`config.mk`:
```
export PLATFORM = sky130hd
export DESIGN_NAME = uart_tx_arbiter
export DESIGN_NICKNAME = d
export VERILOG_FILES = /design/src/rtl/uart_tx_arbiter.sv
export SDC_FILE = /design/constraint.sdc
export NUM_CORES = 1
export LEC_CHECK = 0
export ABC_AREA = 1
export CAP_MARGIN = 10
export CORE_UTILIZATION = 47
export CTS_CLUSTER_SIZE = 14
export DETAILED_ROUTE_END_ITERATION = 12
export PLACE_DENSITY = 0.88
export SLEW_MARGIN = 40
export SYNTH_ARGS = -nofsm -noshare
export SYNTH_HDL_FRONTEND = slang
export SYNTH_SLANG_ARGS = --single-unit
```
`constraint.sdc`:
```
create_clock -name clk -period 3.6 [get_ports clk]
set_clock_uncertainty 0.05 [all_clocks]
set_input_delay 0.36 -clock clk [delete_from_list [all_inputs] [get_ports clk]]
set_output_delay 0.36 -clock clk [all_outputs]
set_load 0.05 [all_outputs]
```
`src/rtl/uart_tx_arbiter.sv`:
```
// Purpose: shares one UARTTx between NUM_REQ requesters, granting whole messages round-robin.
// Latency: req to tx_en low is 1 cycle; a tx_complete rising edge to ack is 1 cycle.
// Backpressure: req is held until its ack; the owner keeps the lock and others wait until its last byte is acked.
module uart_tx_arbiter #(
   parameter int NUM_REQ = 4
) (
   input  logic                 clk,
   input  logic                 reset,
   input  logic [NUM_REQ-1:0]   req,
   input  logic [8*NUM_REQ-1:0] req_byte,
   input  logic [NUM_REQ-1:0]   req_last,
   output logic [NUM_REQ-1:0]   ack,
   output logic [NUM_REQ-1:0]   grant,
   output logic                 busy,
   output logic                 tx_en,
   output logic [7:0]           tx_byte,
   input  logic                 tx_complete
);

   localparam int IDX_W = (NUM_REQ > 1) ? $clog2(NUM_REQ) : 1;

   typedef enum logic [2:0] {
      IDLE      = 3'd0,
      START     = 3'd1,
      WAIT_DONE = 3'd2,
      ACK       = 3'd3,
      HOLD      = 3'd4
   } state_t;

   state_t             state_q, state_d;
   logic [IDX_W-1:0]   owner_q, owner_d;
   logic [IDX_W-1:0]   ptr_q, ptr_d;
   logic               last_q, last_d;
   logic               tc_q, tc_d;
   logic [NUM_REQ-1:0] grant_d, ack_d;
   logic               busy_d, tx_en_d;
   logic [7:0]         tx_byte_d;

   logic               pick_vld;
   logic [IDX_W-1:0]   pick_idx;
   logic [IDX_W-1:0]   cand;
   logic               load;
   logic [IDX_W-1:0]   load_idx;

   // Round-robin search: first requester at or above the pointer, wrapping at NUM_REQ-1.
   always_comb begin
      pick_vld = 1'b0;
      pick_idx = '0;
      cand     = '0;
      for (int i = 0; i < NUM_REQ; i++) begin
         cand = IDX_W'((int'(ptr_q) + i) % NUM_REQ);
         if (!pick_vld && req[cand]) begin
            pick_vld = 1'b1;
            pick_idx = cand;
         end
      end
   end

   // State register plus all registered outputs and datapath state.
   always_ff @(posedge clk or posedge reset) begin
      if (reset) begin
         state_q <= IDLE;
         owner_q <= '0;
         ptr_q   <= '0;
         last_q  <= 1'b0;
         tc_q    <= 1'b1;
         grant   <= '0;
         ack     <= '0;
         busy    <= 1'b0;
         tx_en   <= 1'b1;
         tx_byte <= 8'h00;
      end else begin
         state_q <= state_d;
         owner_q <= owner_d;
         ptr_q   <= ptr_d;
         last_q  <= last_d;
         tc_q    <= tc_d;
         grant   <= grant_d;
         ack     <= ack_d;
         busy    <= busy_d;
         tx_en   <= tx_en_d;
         tx_byte <= tx_byte_d;
      end
   end

   // Next-state logic; completion is a rising edge of tx_complete against its history.
   always_comb begin
      state_d = state_q;
      case (state_q)
         IDLE:      if (pick_vld) state_d = START;
         START:     state_d = WAIT_DONE;
         WAIT_DONE: if (tx_complete && !tc_q) state_d = ACK;
         ACK:       state_d = last_q ? IDLE : HOLD;
         HOLD:      if (req[owner_q]) state_d = START;
         default:   state_d = IDLE;
      endcase
   end

   // Output/datapath next values, registered above so every output is a flop.
   always_comb begin
      load      = (state_q == IDLE && pick_vld) || (state_q == HOLD && req[owner_q]);
      load_idx  = (state_q == IDLE) ? pick_idx : owner_q;
      owner_d   = owner_q;
      ptr_d     = ptr_q;
      last_d    = last_q;
      tx_byte_d = tx_byte;
      grant_d   = grant;
      ack_d     = '0;
      if (load) begin
         owner_d           = load_idx;
         tx_byte_d         = req_byte[8*load_idx +: 8];
         last_d            = req_last[load_idx];
         grant_d           = '0;
         grant_d[load_idx] = 1'b1;
      end
      if (state_q == WAIT_DONE && state_d == ACK) begin
         ack_d[owner_q] = 1'b1;
      end
      // Pointer moves only when a whole message has finished.
      if (state_q == ACK && last_q) begin
         grant_d = '0;
         ptr_d   = (owner_q == IDX_W'(NUM_REQ - 1)) ? '0 : owner_q + IDX_W'(1);
      end
      tx_en_d = (state_d != START);
      busy_d  = (state_d != IDLE);
      // Entering START masks a completion level left high by the previous frame.
      tc_d    = (state_d == START) ? 1'b1 : tx_complete;
   end

endmodule

```
==> results of run 1 <==
[logic make-up (layout without fill, tap and decap cells)]
group,after synthesis,after routing,share of synthesized area [%]
compound gates,17,17,6.104
flops,27,27,37.17
buf+inv,29,83,7.887
simple gates,192,192,46.09
fa+ha+maj,4,4,2.744
[where the power goes]
group	switching, mW	total (mW)	leakage (nW)	internal, mW
sequential	0.120	0.554	0.340	0.434
combinational	1.13	1.67	0.892	0.537
clock	0.0935	0.171	0.0255	0.0776
[worst max-delay path, cell delays in order (launching register included)]
cell and delay (ns):
dfrtp_1 0.59, inv_2 0.14, nand2_1 0.10, nand2_2 0.08
o21ai_1 0.25, nand3_2 0.13, nand2_2 0.09, nand3_4 0.19
nand2_4 0.31, nand2_1 0.09, nand2_1 0.07, nand2_1 0.05
nand2_1 0.10, nand2_1 0.06, nand2_1 0.07
[layout by cell type, fill, tap and decap left out]
master	count
or3_1	1
o21ai_1	2
o31ai_1	2
nor3b_1	1
o21ai_0	4
clkdlybuf4s50_1	60
inv_2	5
clkinv_2	1
nor2_2	1
nand3_2	2
o21ai_2	1
a21oi_1	4
ha_1	4
o21ai_4	1
inv_1	14
nor2_1	13
nand2_2	10
a21oi_2	1
clkbuf_8	3
nor2_4	1
nand3_1	33
a21oi_4	1
dfrtp_1	25
nand3_4	1
nand2_4	1
nand2_1	127
a21boi_0	1
nand3b_1	1
dfstp_2	2
[worst paths after layout]
kind                                             start                      to  slack (ns)  cells after the start
worst max register to register    ptr_q[0]$_DFFE_PP0P_  tx_byte[7]$_DFFE_PP0P_        1.17                     14
max in group asynchronous                        reset          tc_q$_DFF_PP1_        2.73                      2
worst min register to register  tx_byte[0]$_DFFE_PP0P_  tx_byte[0]$_DFFE_PP0P_        0.45                      2
worst max-delay path              ptr_q[0]$_DFFE_PP0P_  tx_byte[7]$_DFFE_PP0P_        1.17                     14
min in group clk                tx_byte[0]$_DFFE_PP0P_  tx_byte[0]$_DFFE_PP0P_        0.45                      2
worst min-delay path                             reset        ack[0]$_DFF_PP0_        0.40                      2
[layout make-up]
cell class	count	area, sq um
Fill cell	328	1219
Tap cell	48	60.06
Multi-Input combinational cell	213	1013
Clock buffer	3	41.29
Clock inverter	1	5.005
Inverter	19	71.32
Sequential cell	27	678.2
Timing Repair Buffer	60	600.6
[sequential cells by signal, indices dropped and copies added (netlist names), 2 cells and up]
name / cells
owner_q: 2
grant: 4
ack: 4
tx_byte: 8
ptr_q: 2
state_q: 3
[per-stage QoR]
step | cell area [sq um] | instances | utilization [%] | setup WS (ns) | power, mW
floorplan | 1824 | 269 | - | 1.809 | 1.871
global placement | 2412 | 367 | 65.40 | 1.096 | 2.162
detailed placement | 2412 | 367 | 65.40 | 1.076 | 2.192
CTS | 2459 | 371 | 66.66 | 1.195 | 2.374
global route | 2470 | 371 | 66.96 | 0.9114 | 2.624
finish | 2470 | 371 | 66.96 | 1.166 | 2.391
[routing by layer]
metal	vias to the layer above	wire (um)
met5	-	0
met4	0	21
met3	4	269
met2	64	2217
met1	849	1966
li1	950	-
==> out/results.env, run 1 <==
RUN_STATUS='completed'
NETLIST_TOP_CELLS_AREA='dfrtp_1, nand2_1, nand3_1, nand2_2, inv_1'
DOMINANTREGCELLSYNTH='dfrtp_1'
SYN-CELL-AREA_SQ_UM=1824
PERIOD_NEEDED_NS=2.434
ANTENNA_FOUND_INITIAL=0
IO_PINS=61
CLK_PIN_SLEW_WORST_PATHS_NS=0.09
CLOCKROOTBUFFER='clkbuf_8'
VDD_DROP_MAX_mV=0.6698
PROPORTION_OF_NETLIST_AREA_HELD_BY_THE_LARGEST_AREA_CONTRIBUTOR_PCT=34.29
DRIVE_GT1_SHARE_PCT=9.598
USE_MET2_PCT=40.00
NUMBER_OF_BUFFERS_INSERTED_TO_REPAIR_SETUP_AFTER_CTS=0
GLOBAL_ROUTE_WIRE_LENGTH_BEFORE_REPAIR_MM=7.569
WIRELENGTH_MM=4.474
CRIT_TYPE='flip-flop to flip-flop'
TIMING.SLEW.HEADROOM_PCT=62.40
NETLIST_TOP_CELLS_COUNT='nand2_1, nand3_1, dfrtp_1'
ROUTE.DETAILED.WL_PER_INST_UM=12.06
SYNTH_TOP_CELL_BY_AREA='dfrtp_1'
GRT-OVFL-TOTAL=0
CLK_PATH_BUF_DEPTH=2
GRT.BUSIEST_LAYER='met2'
GLOBAL_ROUTE.USAGE.MET1_PCT=30.01
DRC_ERRORS=0
FIN_WORST_HOLD_SLACK_NS=0.3959
GRT_UTIL_ALL_LAYERS_PCT=23.10
SYNTHARSTFLOPSHARE_PCT=100.0
DETAILEDROUTE.FIRSTPASSITERATIONCOUNT=4
INSERTION_DELAY_NS=0.27
NETS=371
NUMBER_OF_GLOBAL_ROUTE_VIAS_BEFORE_REPAIR=1727
TIMING_WORST_SLEW_PIN_VALUE_NS=0.5639
MAPPEDNETLISTNETS=316
DP_HPWL_MM=3.218
P_PER_AREA_nW_PER_UM2=968.1
SYNTH_SEQ_CELLS=27
VIAS_PER_CELL=5.032
GRT_UTIL_MET3_PCT=5.000
FLOORPLAN.INITIALDENSITY_PCT=49.46
SYNTHTOLAYOUTAREAGROWTH_PCT=35.39
MOST_FREQUENT_CELL_AFTER_SYNTHESIS='nand2_1'
FINAL_HOLD_VIOL_COUNT=0
DIE_W_UM=64.30
SYNTH.DISTINCT_CELLS=30
CORE_REGION_AREA_SQ_UM=3689
PLACEMENTROWS=22
KIND_OF_CAPTURE_POINT_OF_THE_WORST_SETUP_PATH='flip-flop'
SYN-INSTANCE-COUNT=269
DRV.MAX_CAP_VIOLATION_COUNT=0
MAXCLOCKFREQUENCY_MHz=410.9
MAXIMUM_NUMBER_OF_PINS_ON_ONE_NET_BEFORE_GLOBAL_ROUTE_REPAIR=28
ANTENNADIODECOUNT=0
FIN_CRIT_SH_PCT=67.61
POST_SYNTH_EDFFS=0
CTS_MADE_BUFFERS=3
NUMBER_OF_NETS_STILL_FAILING_ANTENNA_CHECKS_AFTER_ROUTING=0
TRITONCTS='built'
HEIGHT_OF_THE_DIE_UM=64.30
TIMING.CRITICAL_PATH.FANOUT_MAX=22
DRV_SLEW=0
VIAS=1867
CTS_RESIZED=0
POST_CTS_HOLD_BUFFER_COUNT=0
DATA_REQUIRED_TIME_AT_THE_WORST_ENDPOINT_NS=3.76
NUMBER_OF_LEVELS_THE_H_TREE_WAS_SPLIT_INTO=1
CRIT_ARRIVAL_NS=2.60
TIMING.CRITICAL_PATH.FROM_TYPE='flip-flop'
CTS.SINKS=27
GRT_SETUP_UNREPAIRED='no'
FINAL-SETUP-VIOL-COUNT=0
SEQ_AREA_FRAC_SYNTH_PCT=37.17
PORT_BUFFERS=60
SYNTHESIS.AREA_PER_INSTANCE_SQ_UM=6.782
GP_ROUTABILITY_CONGESTION=0.8494
HP-CLASS='primary input to asynchronous set/reset pin'
DIE_AREA_SQ_UM=4134
SETUP-TNS-FINAL_NS=0
POWER.STATIC_LEAKAGE_nW=1.258
NUMBER_OF_WARNING_MESSAGES_IN_THE_YOSYS_LOG=0
DRT_ITER0_DRC=128
Power figures use the tool's default switching activity.
==> run 2: changes to the inputs <==
CORE_UTILIZATION = 41   (was 47)
PLACE_DENSITY = 0.82   (was 0.88)
clock period = 2.1 ns   (was 3.6 ns; I/O delays follow)
==> out/results.env, run 2 (same netlist as run 1, synthesis figures left out) <==
RUN_STATUS='completed'
CORE_REGION_AREA_SQ_UM=4144
MOST_USED_CELLS_IN_THE_LAYOUT_EXCLUDING_FILL_AND_TAP_CELLS='nand2_1, clkdlybuf4s50_1, nand3_1'
ENDPOINT='tx_byte[5]$_DFFE_PP0P_'
DIE_W_UM=68.71
LAYOUT_FILLER_CELL_COUNT=350
PLACE.DETAILED.INSTANCES=381
PLACEDINSTANCEAREA_SQ_UM=2517
VIAS_PER_CELL=4.972
WIRELENGTH_MM=4.858
VIAS=1969
DRV.MAX_CAP_VIOLATION_COUNT=0
TIMING.SLEW.HEADROOM_PCT=64.44
GRT_UTIL_ALL_LAYERS_PCT=20.09
CP-STARTPOINT='ptr_q[0]$_DFFE_PP0P_'
CRIT_ARRIVAL_NS=2.20
TIMING.CRITICAL_PATH.FROM_TYPE='flip-flop'
SEQ_AREA_SQ_UM=680.7
LARGEST_REGISTER_FFS=8
FF2FF_SETUP_SLACK_NS=0.02
R2R-START='ptr_q[0]$_DFFE_PP0P_'
NUMBER_OF_LEVELS_THE_H_TREE_WAS_SPLIT_INTO=1
FINISH.INSTANCE_AREA_SQ_UM=2825
CTS_MADE_BUFFERS=3
FINAL_HOLD_VIOL_COUNT=0
CPPEAKSTAGEDELAY_NS=0.46
LAYOUT_COMMONEST_CELL='nand2_1'
CLOCKROOTBUFFER='clkbuf_8'
POWER.STATIC_LEAKAGE_nW=1.427
TIMING_WORST_SLEW_PIN_VALUE_NS=0.5317
CPMAXSTAGEDELAYCELL='dfrtp_2'
DP_HPWL_MM=3.323
TRITONCTS='built'
CRIT_PATH_FREQUENT_CELL='nand2_1'
COUNT_OF_PLACED_STANDARD_CELLS_IN_THE_FINAL_LAYOUT_FILLERS_LEFT_OUT=396
IO_PINS=61
PORT_BUFFERS=60
GP_ROUTABILITY_CONGESTION=0.8062
NUMBER_OF_NETS_STILL_FAILING_ANTENNA_CHECKS_AFTER_ROUTING=0
CP_CELL_SEQUENCE='buf_6 > nand2_1 > nand3_2 > nand2_4 > nor2_4 > nand3_4 > nand2_4 > nand3_4 > clkbuf_16 > nand3_1 > nand2_1 > nand2_1 > nand2_1 > nand2_1 > nand2_1'
CTS.SINKS=27
DRT_ITER0_DRC=88
GRT-OVFL-TOTAL=0
CRIT_REG_REG_ENDPOINT='tx_byte[5]$_DFFE_PP0P_'
DETAILEDROUTE.FIRSTPASSITERATIONCOUNT=4
ANTENNA_FOUND_INITIAL=0
DRV_SLEW=0
INSERTION_DELAY_NS=0.27
MULTI_INPUT_AREA_SQ_UM=1111
DATA_REQUIRED_TIME_AT_THE_WORST_ENDPOINT_NS=2.22
SETUP-TNS-FINAL_NS=0
KIND_OF_CAPTURE_POINT_OF_THE_WORST_SETUP_PATH='flip-flop'
HP-CLASS='primary input to asynchronous set/reset pin'
TIMING.CRITICAL_PATH.FANOUT_MAX=9
FINAL-SETUP-VIOL-COUNT=0
ROUTE.DETAILED.WL_PER_INST_UM=12.27
NUMBER_OF_GLOBAL_ROUTE_VIAS_BEFORE_REPAIR=1674
ANTENNADIODECOUNT=0
P_PER_AREA_nW_PER_UM2=1768
TOP_REGS='tx_byte: 8 flops, ack: 4 flops, grant: 4 flops'
DRC_ERRORS=0
SYNTHTOLAYOUTAREAGROWTH_PCT=54.87
FLOORPLAN.INITIALDENSITY_PCT=44.02
CLK_PIN_SLEW_WORST_PATHS_NS=0.09
FIN_WORST_HOLD_SLACK_NS=0.2403
DIE_AREA_SQ_UM=4720
REGISTERS.TOP_BY_FF_COUNT='tx_byte'
DRIVE_GT1_SHARE_PCT=21.10
PLACEMENTROWS=23
RR_WORST_DEPTH=15
MAXCLOCKFREQUENCY_MHz=479.9
GLOBAL_ROUTE_WIRE_LENGTH_BEFORE_REPAIR_MM=7.127
VDD_DROP_MAX_mV=0.9113
HEIGHT_OF_THE_DIE_UM=68.71
MAXIMUM_NUMBER_OF_PINS_ON_ONE_NET_BEFORE_GLOBAL_ROUTE_REPAIR=28
CRIT_TYPE='flip-flop to flip-flop'
POST_CTS_HOLD_BUFFER_COUNT=0
NETS=394
CLK_PATH_BUF_DEPTH=2
PERIOD_NEEDED_NS=2.084
FIN_CRIT_SH_PCT=99.22
GRT_SETUP_UNREPAIRED='yes'
[run 2: changes by cell type in the layout (fill, tap and decap cells not counted), sizes merged]
cell,change
clkbuf,+3
buf,+19
clkdlybuf4s15,+1
clkinv,-1
nand2,+1
[run 2: repair_timing]
item	in CTS	in global routing
gates resized for setup	1	35
endpoints found under the setup margin	5	15
setup buffers	0	7
pin swaps	0	10
cloned	0	4
[run 2: layout make-up]
type	instances	area share (%)
clock buffer	4	1.594
inverter	19	2.702
timing repair buffer	82	30.07
sequential	27	24.09
tap	50	2.214
multi-input combinational	214	39.33
[run 2: layer usage]
metal	wire [um]	global-route usage, %	share of wire (%)
met1	2087	24.57	43
met2	2445	35.29	50
met3	325	6.414	6.7
met4	0	2.551	0
met5	0	0	0
[run 2: worst min path at each step]
stage / from / to / slack, ns / cells past startpoint
3_3_place_gp: tx_byte[0]$_DFFE_PP0P_ / tx_byte[0]$_DFFE_PP0P_ / 0.42 / 2
5_1_grt: reset / ack[3]$_DFF_PP0_ / 0.30 / 3
2_1_floorplan: reset / ack[0]$_DFF_PP0_ / 0.21 / 1
6_report: reset / ack[0]$_DFF_PP0_ / 0.24 / 3
4_1_cts: reset / ack[1]$_DFF_PP0_ / 0.25 / 3
3_5_place_dp: tx_byte[2]$_DFFE_PP0P_ / tx_byte[2]$_DFFE_PP0P_ / 0.41 / 2
[run 2: power breakdown]
group	internal, mW	switching [mW]
Clock	0.136	0.152
Combinational	1.52	2.25
Sequential	0.749	0.189
Total	2.41	2.59
[run 2: critical path, delay by kind of cell, from the launching register on]
family | cells | cell delay (ns)
buffers and inverters | 2 | 0.36
AND/OR/NAND/NOR | 13 | 1.11
flip-flops | 1 | 0.46
[run 2: per-stage QoR]
stage | worst slack, ns | power [mW] | util [%]
floorplan | 0.3088 | 3.208 | -
global placement | -0.01882 | 3.984 | 60.75
detailed placement | -0.04305 | 4.024 | 60.75
CTS | 0.04781 | 4.332 | 61.87
global route | -0.1071 | 5.403 | 68.18
finish | 0.01639 | 4.995 | 68.18
==> run 3: changes to the inputs <==
GPL_TIMING_DRIVEN = 0   (was default)
==> out/results.env, run 3 (same netlist as run 1, synthesis figures left out) <==
NUMBER_OF_NETS_STILL_FAILING_ANTENNA_CHECKS_AFTER_ROUTING=0
DP_HPWL_MM=3.288
TIMING.CRITICAL_PATH.MAX_DELAY_FAMILY='simple AND/OR/NAND/NOR gates'
SEQ_AREA_SQ_UM=679.4
CP_CELL_SEQUENCE='inv_2 > nand2_1 > nand3_2 > nand2_2 > nor2_4 > nand3b_1 > a21oi_4 > nand2_2 > or3_1'
DRV.MAX_CAP_VIOLATION_COUNT=0
PORT_BUFFERS=60
FIN_CRIT_SH_PCT=94.75
R2R-START='ptr_q[0]$_DFFE_PP0P_'
INSERTION_DELAY_NS=0.27
VIAS=1949
DIE_W_UM=68.71
NUMBER_OF_LEVELS_THE_H_TREE_WAS_SPLIT_INTO=1
CPMAXSTAGEDELAYCELL='dfrtp_1'
LAYOUT.CORE_UTILIZATION_PCT=65.37
KIND_OF_CAPTURE_POINT_OF_THE_WORST_SETUP_PATH='flip-flop'
TIMING.CRITICAL_PATH.FROM_TYPE='flip-flop'
FIN_WORST_HOLD_SLACK_NS=0.2436
LAYOUT_COMMONEST_CELL='nand2_1'
MAXCLOCKFREQUENCY_MHz=502.6
TRITONCTS='built'
SETUP_WS_NS=0.1104
COUNT_OF_PLACED_STANDARD_CELLS_IN_THE_FINAL_LAYOUT_FILLERS_LEFT_OUT=394
CRIT_TYPE='flip-flop to flip-flop'
VIAS_PER_CELL=4.947
ANTENNA_FOUND_INITIAL=0
LARGEST_REGISTER_FFS=8
DATA_REQUIRED_TIME_AT_THE_WORST_ENDPOINT_NS=2.21
HP-CLASS='primary input to asynchronous set/reset pin'
CTS_MADE_BUFFERS=3
CLK_PATH_BUF_DEPTH=2
CORE_REGION_AREA_SQ_UM=4144
PLACEDINSTANCEAREA_SQ_UM=2487
NUMBER_OF_GLOBAL_ROUTE_VIAS_BEFORE_REPAIR=1750
DETAILEDROUTE.FIRSTPASSITERATIONCOUNT=4
DRC_ERRORS=0
CRIT_PATH_FREQUENT_CELL='nand2_2'
DRV_SLEW=0
MULTI_INPUT_AREA_SQ_UM=1071
TIMING.SLEW.HEADROOM_PCT=64.13
WIRELENGTH_MM=4.668
DRT_ITER0_DRC=110
DIE_AREA_SQ_UM=4720
DRIVE_GT1_SHARE_PCT=18.31
FINAL_HOLD_VIOL_COUNT=0
IO_PINS=61
CLOCKROOTBUFFER='clkbuf_8'
MAXIMUM_NUMBER_OF_PINS_ON_ONE_NET_BEFORE_GLOBAL_ROUTE_REPAIR=28
FINISH.INSTANCE_AREA_SQ_UM=2709
LAYOUT_FILLER_CELL_COUNT=356
GP_ROUTABILITY_CONGESTION=0.8177
TIMING.CRITICAL_PATH.FANOUT_MAX=8
SYNTHTOLAYOUTAREAGROWTH_PCT=48.49
MOST_USED_CELLS_IN_THE_LAYOUT_EXCLUDING_FILL_AND_TAP_CELLS='nand2_1, clkdlybuf4s50_1, nand3_1'
NETS=392
GLOBAL_ROUTE_WIRE_LENGTH_BEFORE_REPAIR_MM=7.307
PLACE.DETAILED.INSTANCES=379
FIN_TOTAL_PWR_mW=4.784
ROUTE.DETAILED.WL_PER_INST_UM=11.85
BUF_INV_ON_CP=1
CP-STARTPOINT='ptr_q[0]$_DFFE_PP0P_'
FINAL-SETUP-VIOL-COUNT=0
GRT-OVFL-TOTAL=0
GRT_UTIL_ALL_LAYERS_PCT=20.72
FLOORPLAN.INITIALDENSITY_PCT=44.02
HEIGHT_OF_THE_DIE_UM=68.71
PLACEMENTROWS=23
P_PER_AREA_nW_PER_UM2=1766
RUN_STATUS='completed'
TOP_REGS='tx_byte: 8 flops, ack: 4 flops, grant: 4 flops'
CTS.SINKS=27
POWER.STATIC_LEAKAGE_nW=1.368
SETUP-TNS-FINAL_NS=0
REGISTERS.TOP_BY_FF_COUNT='tx_byte'
TIMING_WORST_SLEW_PIN_VALUE_NS=0.5381
ANTENNADIODECOUNT=0
PRE_CTS_SLACK_NS=-0.1324
CRIT_ARRIVAL_NS=2.10
VDD_DROP_MAX_mV=1.168
POST_CTS_HOLD_BUFFER_COUNT=0
PERIOD_NEEDED_NS=1.990
CLK_PIN_SLEW_WORST_PATHS_NS=0.09
CPPEAKSTAGEDELAY_NS=0.42
-- run 3: what timing repair did --
| action | in CTS | in global routing |
|---|---|---|
| endpoints found under the hold margin | 0 | 0 |
| pin swaps | 0 | 1 |
| cloned | 0 | 3 |
| resized for setup | 1 | 33 |
| buffers inserted | 0 | 8 |
| setup endpoints to repair | 7 | 14 |
-- run 3: report_power, final --
part	internal, mW	total (mW)	switching, mW	leakage, nW
logic	1.40	3.58	2.19	1.01
registers	0.747	0.904	0.158	0.339
clock network	0.135	0.296	0.161	0.0217
-- run 3: area by class of cell --
type / instances / area share [%]
multi-input combinational: 213 / 39.54
timing repair buffer: 71 / 25.27
sequential: 27 / 25.08
buffer: 10 / 3.279
inverter: 19 / 2.725
tap: 50 / 2.309
clock buffer: 3 / 1.524
clock inverter: 1 / 0.2771
-- run 3: per-layer routing --
layer	track usage [%]	vias to the layer above	wire, um
met5	0	-	0
met4	2.551	0	24
met3	6.579	4	313
met2	37.75	58	2312
met1	24.28	896	2017
li1	-	991	-
-- run 3: worst paths after layout --
path	end	slack (ns)	depth (start not counted)
setup reg to reg	busy$_DFF_PP0_	0.11	9
max in group asynchronous	ptr_q[1]$_DFFE_PP0P_	1.37	2
setup / recovery	busy$_DFF_PP0_	0.11	9
hold / removal	ack[0]$_DFF_PP0_	0.24	2
hold reg to reg	tx_byte[3]$_DFFE_PP0P_	0.45	2
min in group clk	tc_q$_DFF_PP1_	0.41	3
